===== src/rtl/parking_meter_counter.sv =====
// Parking meter time-keeping stage.
// Holds the remaining parking time in seconds. Coin and preset buttons add to
// or load this time, and a prescaler removes one second per TICK_CYCLES clocks.
// The 16-bit result feeds the binary-to-BCD display stage.
module parking_meter_counter #(
   parameter int TICK_CYCLES = 100_000_000,
   parameter int MAX_TIME    = 9999,
   parameter int PRESET_A    = 10,
   parameter int PRESET_B    = 205
) (
   input  logic        SYS_CLK,
   input  logic        RESET,
   input  logic        BTN_ADD50,
   input  logic        BTN_ADD150,
   input  logic        BTN_ADD200,
   input  logic        BTN_ADD500,
   input  logic        BTN_PRESET_A,
   input  logic        BTN_PRESET_B,
   output logic [15:0] Out_Bin16,
   output logic        Out_Tick,
   output logic        Out_Zero
);

   localparam int                 PRESC_W     = (TICK_CYCLES > 1) ? $clog2(TICK_CYCLES) : 1;
   localparam logic [PRESC_W-1:0] PRESC_LAST  = PRESC_W'(TICK_CYCLES - 1);
   localparam logic [16:0]        MAX_TIME_17 = 17'(MAX_TIME);

   typedef enum logic {
      EXPIRED = 1'b0,
      RUNNING = 1'b1
   } state_t;

   // Button bit order: {PRESET_B, PRESET_A, ADD500, ADD200, ADD150, ADD50}
   logic [5:0] btn_raw;
   logic [5:0] btn_sync1;
   logic [5:0] btn_sync2;
   logic [5:0] btn_prev;
   logic [5:0] btn_event;

   logic [PRESC_W-1:0] presc;
   logic [PRESC_W-1:0] presc_next;
   logic               tick_next;
   logic               wrap;
   logic               decrement;
   logic               preset_load;
   logic               presc_clear;

   state_t      state;
   state_t      state_next;
   logic [9:0]  coin_sum;
   logic [16:0] sum17;
   logic [15:0] value_next;
   logic        zero_next;

   assign btn_raw   = {BTN_PRESET_B, BTN_PRESET_A, BTN_ADD500, BTN_ADD200, BTN_ADD150, BTN_ADD50};
   assign btn_event = btn_sync2 & ~btn_prev;

   // Two-flop synchronizer plus a history flop, so each press yields a single event.
   always_ff @(posedge SYS_CLK or negedge RESET) begin
      if (!RESET) begin
         btn_sync1 <= '0;
         btn_sync2 <= '0;
         btn_prev  <= '0;
      end else begin
         btn_sync1 <= btn_raw;
         btn_sync2 <= btn_sync1;
         btn_prev  <= btn_sync2;
      end
   end

   // One-second prescaler and its registered tick pulse.
   always_ff @(posedge SYS_CLK or negedge RESET) begin
      if (!RESET) begin
         presc    <= '0;
         Out_Tick <= 1'b0;
      end else begin
         presc    <= presc_next;
         Out_Tick <= tick_next;
      end
   end

   // State register, with the time value and its zero flag updated in the same edge.
   always_ff @(posedge SYS_CLK or negedge RESET) begin
      if (!RESET) begin
         state     <= EXPIRED;
         Out_Bin16 <= '0;
         Out_Zero  <= 1'b1;
      end else begin
         state     <= state_next;
         Out_Bin16 <= value_next;
         Out_Zero  <= zero_next;
      end
   end

   // Next value: presets win over coins; coins and tick combine before clamping at MAX_TIME.
   always_comb begin
      wrap        = (presc == PRESC_LAST);
      decrement   = wrap && (Out_Bin16 != 16'd0);
      preset_load = 1'b0;
      coin_sum    = 10'd0;
      if (btn_event[0]) coin_sum = coin_sum + 10'd50;
      if (btn_event[1]) coin_sum = coin_sum + 10'd150;
      if (btn_event[2]) coin_sum = coin_sum + 10'd200;
      if (btn_event[3]) coin_sum = coin_sum + 10'd500;
      sum17 = {1'b0, Out_Bin16} + {7'd0, coin_sum} - {16'd0, decrement};

      if (btn_event[5]) begin
         value_next  = 16'(PRESET_B);
         preset_load = 1'b1;
      end else if (btn_event[4]) begin
         value_next  = 16'(PRESET_A);
         preset_load = 1'b1;
      end else if (sum17 > MAX_TIME_17) begin
         value_next  = MAX_TIME_17[15:0];
      end else begin
         value_next  = sum17[15:0];
      end
      zero_next = (value_next == 16'd0);

      state_next = state;
      case (state)
         EXPIRED: if (value_next != 16'd0) state_next = RUNNING;
         RUNNING: if (value_next == 16'd0) state_next = EXPIRED;
         default: state_next = EXPIRED;
      endcase

      presc_clear = preset_load || ((state == EXPIRED) && (state_next == RUNNING));
      if (presc_clear || wrap) begin
         presc_next = '0;
      end else begin
         presc_next = presc + PRESC_W'(1);
      end
      tick_next = wrap && !presc_clear;
   end

endmodule


===== config.mk =====
export PLATFORM = sky130hd
export DESIGN_NAME = parking_meter_counter
export DESIGN_NICKNAME = d
export VERILOG_FILES = /design/src/rtl/parking_meter_counter.sv
export SDC_FILE = /design/constraint.sdc
export NUM_CORES = 1
export LEC_CHECK = 0
export CAP_MARGIN = 20
export CORE_UTILIZATION = 40
export DETAILED_ROUTE_END_ITERATION = 10
export PLACE_DENSITY = 0.59
export SETUP_SLACK_MARGIN = 0.02
export SYNTH_ARGS = -nofsm -noshare
export SYNTH_HDL_FRONTEND = slang
export SYNTH_SLANG_ARGS = --single-unit

===== constraint.sdc =====
create_clock -name SYS_CLK -period 14.3 [get_ports SYS_CLK]
set_input_delay 2.86 -clock SYS_CLK [delete_from_list [all_inputs] [get_ports SYS_CLK]]
set_output_delay 2.86 -clock SYS_CLK [all_outputs]
set_load 0.02 [all_outputs]

==> impl_metrics.env <==
export IMPL_dp_hpwl_um=6340
export IMPL_path_max_fanout=20
export IMPL_switchingPower_mw=0.319
export IMPL_r2r_cells=18
export IMPL_fp_dieArea_um2=10800
export IMPL_post_route_drc_count=0
export IMPL_synth_area_leaders="dfrtp_1 (38%), ha_1 (10%), xor2_1 (5.1%), inv_1 (4.3%), nor3_2 (4.1%)"
export IMPL_cp_arrival_ns=5.72
export IMPL_crit_type="flop to flop"
export IMPL_nets=496
export IMPL_drive_gt1_share_pct=12.9
export IMPL_cts_resized=0
export IMPL_dr_first_iter_drc_count=174
export IMPL_cts_tree="yes"
export IMPL_end_kind="flop"
export IMPL_switching_share_pct=42.0
export IMPL_fin_worst_hold_slack_ns=0.343
export IMPL_synthArstFlopShare_pct=100
export IMPL_num_rows=36
export IMPL_power_density_nw_per_um2=161
export IMPL_viasPerCell=5.22
export IMPL_clkTransAtPathRegs_ns=0.07
export IMPL_power_leakage_nw=2.12
export IMPL_postCtsSetupBuffers=0
export IMPL_hp_class="flop to flop"
export IMPL_seq_area_frac_synth_pct=38.6
export IMPL_reg2reg_from="btn_sync2[1]$_DFF_PN0_"
export IMPL_rsz0062_at_grt="no"
export IMPL_grt_overflow_total=0
export IMPL_pwr_share_clk_pct=20.4
export IMPL_hold_viol=0
export IMPL_holdPathEnd="btn_sync2[2]$_DFF_PN0_"
export IMPL_yosys_area_top_type="dfrtp_1"
export IMPL_drtAntennaViolNets=0
export IMPL_antenna_diode_count=0
export IMPL_h_tree_depth=3
export IMPL_syn_to_final_growth_pct=13.7
export IMPL_cts_path_max_buffers=2
export IMPL_tightest_slew_ns=0.888
export IMPL_p_comb_share_pct=52.1
export IMPL_slew_violations=0
export IMPL_cts_sinks=64
export IMPL_synth_edf_count=0
export IMPL_die_w_um=104
export IMPL_fillers=955
export IMPL_wl_um=8580
export IMPL_die_y_um=104
export IMPL_grt_max_degree=65
export IMPL_cap_viol_max_count=0
export IMPL_start_util_pct=41.9
export IMPL_cts_root_buf="clkbuf_8"
export IMPL_gp_congestion=0.832
export IMPL_wl_per_cell_um=14.5
export IMPL_intPower_mw=0.441
export IMPL_worstPathRequired_ns=14.49
export IMPL_clock_latency_ns=0.34
export IMPL_cp_start_kind="flop"
export IMPL_hp_start="btn_sync1[2]$_DFF_PN0_"
export IMPL_netlist_instances=428
export IMPL_r2r_end="presc[22]$_DFF_PN0_"
export IMPL_relSlewSlack_pct=40.8
export IMPL_postSynthAreaPerCell_um2=9.70
export IMPL_skew_ns=0.00849
export IMPL_ys_types=70
export IMPL_cts_made_buffers=9
export IMPL_ys_ff_latch=64
export IMPL_setup_viol=0
export IMPL_ir_drop_uv=55.3
export IMPL_vias=3085
export IMPL_seqPwrFrac_pct=27.5
export IMPL_antenna_found_initial=0
export IMPL_min_period_ns=5.53
export IMPL_grt_pass1_vias=3013
export IMPL_status="completed"
export IMPL_first_pass_iters=4
export IMPL_ioPinCount=26
export IMPL_syn_area_um2=4150
export IMPL_min_path_cells=0
export IMPL_hold_buffers=0
export IMPL_timing_fmax_mhz=181
export IMPL_synth_top_cells_by_count="dfrtp_1 (63), inv_1 (48), ha_1 (34)"
export IMPL_timing_final_crit_share_pct=38.7
export IMPL_core_area_um2=9910
export IMPL_setup_tns_ns=0
export IMPL_timing_reg2reg_setup_slack_ns=8.77
export IMPL_synthFlopType="dfrtp_1"
export IMPL_ys_warn_count=0
export IMPL_grt_pass1_wl_um=14800
export IMPL_yosysMostFrequentCell="dfrtp_1"
export IMPL_synth_top_area_share_pct=38.0
export IMPL_numPortBuffers=25
export IMPL_grt_usage_pct=17.1
[power by group through the flow]
stage                     sequential (mW)  combinational (mW)  clock [mW]
final                               0.209               0.396       0.155
after global placement              0.212               0.389           0
after global routing                0.211               0.439       0.168
after floorplan                     0.221               0.288           0
after CTS                           0.209               0.394       0.160
after detailed placement            0.213               0.392           0
[registers in the layout (all words and copies together), names as in the netlist]
name       cells
btn_sync1      6
btn_sync2      6
state          1
Out_Zero       1
Out_Bin16     16
btn_prev       6
Out_Tick       1
presc         27
[per-stage QoR]
stage          power, mW  setup slack (ns)  area (um^2)  std cells  utilization, %
6_report           0.760              8.77         4720        591            47.6
5_1_grt            0.818              8.22         4720        591            47.6
4_1_cts            0.764              8.74         4690        590            47.4
3_5_place_dp       0.604              8.76         4490        574            45.4
3_3_place_gp       0.601              8.87         4490        574            45.4
2_1_floorplan      0.509              9.65         4160        429               -
[final cells by class]
cell class	instances	area (um^2)	share of cell area [%]
clock inverters	5	57.6	1.22
inverters	48	180	3.82
flip-flops and latches	64	1600	34.0
clock buffers	11	141	2.99
repair buffers	27	280	5.94
multi-input cells	303	2290	48.6
well taps	133	166	3.53
[critical path: stages, from the launching register on]
cell	delay, ns
dfrtp_1	0.38
nand2b_1	0.22
inv_1	0.14
ha_1	0.27
xnor2_1	0.18
ha_1	0.22
nor4_1	0.55
xnor2_1	0.18
ha_1	0.30
inv_1	0.04
ha_1	0.43
a2111oi_2	0.34
a21oi_1	0.13
xnor2_1	0.18
or3_1	0.37
o211a_1	0.23
o2111a_2	0.36
a31oi_4	0.76
nor3_2	0.11
[cells in the final DEF (no fill, tap or decap), types with 5 or more instances in the layout]
cell type and count:
nand4_1 5, nor2b_1 5, ha_1 34, a31oi_1 5, clkdlybuf4s50_1 24, a21o_1 6, xor2_1 24, nor3_1 19
dfrtp_1 63, nor2_1 23, nand2_1 26, nand2b_1 7, o21ai_0 12, inv_1 48, nor3_2 17, and3_1 9
and2_1 5, clkbuf_8 10, xnor2_1 17, a21oi_1 15, nand3_1 20
[worst max path at each step]
| stage | from | end | slack [ns] |
|---|---|---|---|
| floorplan | btn_sync2[1]$_DFF_PN0_ | presc[1]$_DFF_PN0_ | 9.65 |
| global placement | btn_sync2[1]$_DFF_PN0_ | presc[0]$_DFF_PN0_ | 8.87 |
| detailed placement | btn_sync2[1]$_DFF_PN0_ | presc[18]$_DFF_PN0_ | 8.76 |
| CTS | btn_sync2[1]$_DFF_PN0_ | presc[18]$_DFF_PN0_ | 8.74 |
| global route | btn_sync2[1]$_DFF_PN0_ | presc[0]$_DFF_PN0_ | 8.22 |
| finish | btn_sync2[1]$_DFF_PN0_ | presc[22]$_DFF_PN0_ | 8.77 |
[routing by layer]
metal	GRT usage, %	wire length [um]	part of all wire, %
met5	0	0	0
met4	4.90	78	0.91
met3	3.88	266	3.1
met2	27.0	4000	47
met1	23.4	4230	49
[cells by family (layout without fill, tap and decap cells)]
logic type	count (synthesis)	after routing	synth area share [%]
flops	64	64	38.6
mux	1	1	0.241
xor+xnor	41	41	8.65
simple gates	155	155	22.1
buf+inv	62	91	6.30
fa+ha+maj	35	35	10.7
other cells	1	2	0.0903
compound gates	69	69	13.3
(Power assumes the default switching activity.)
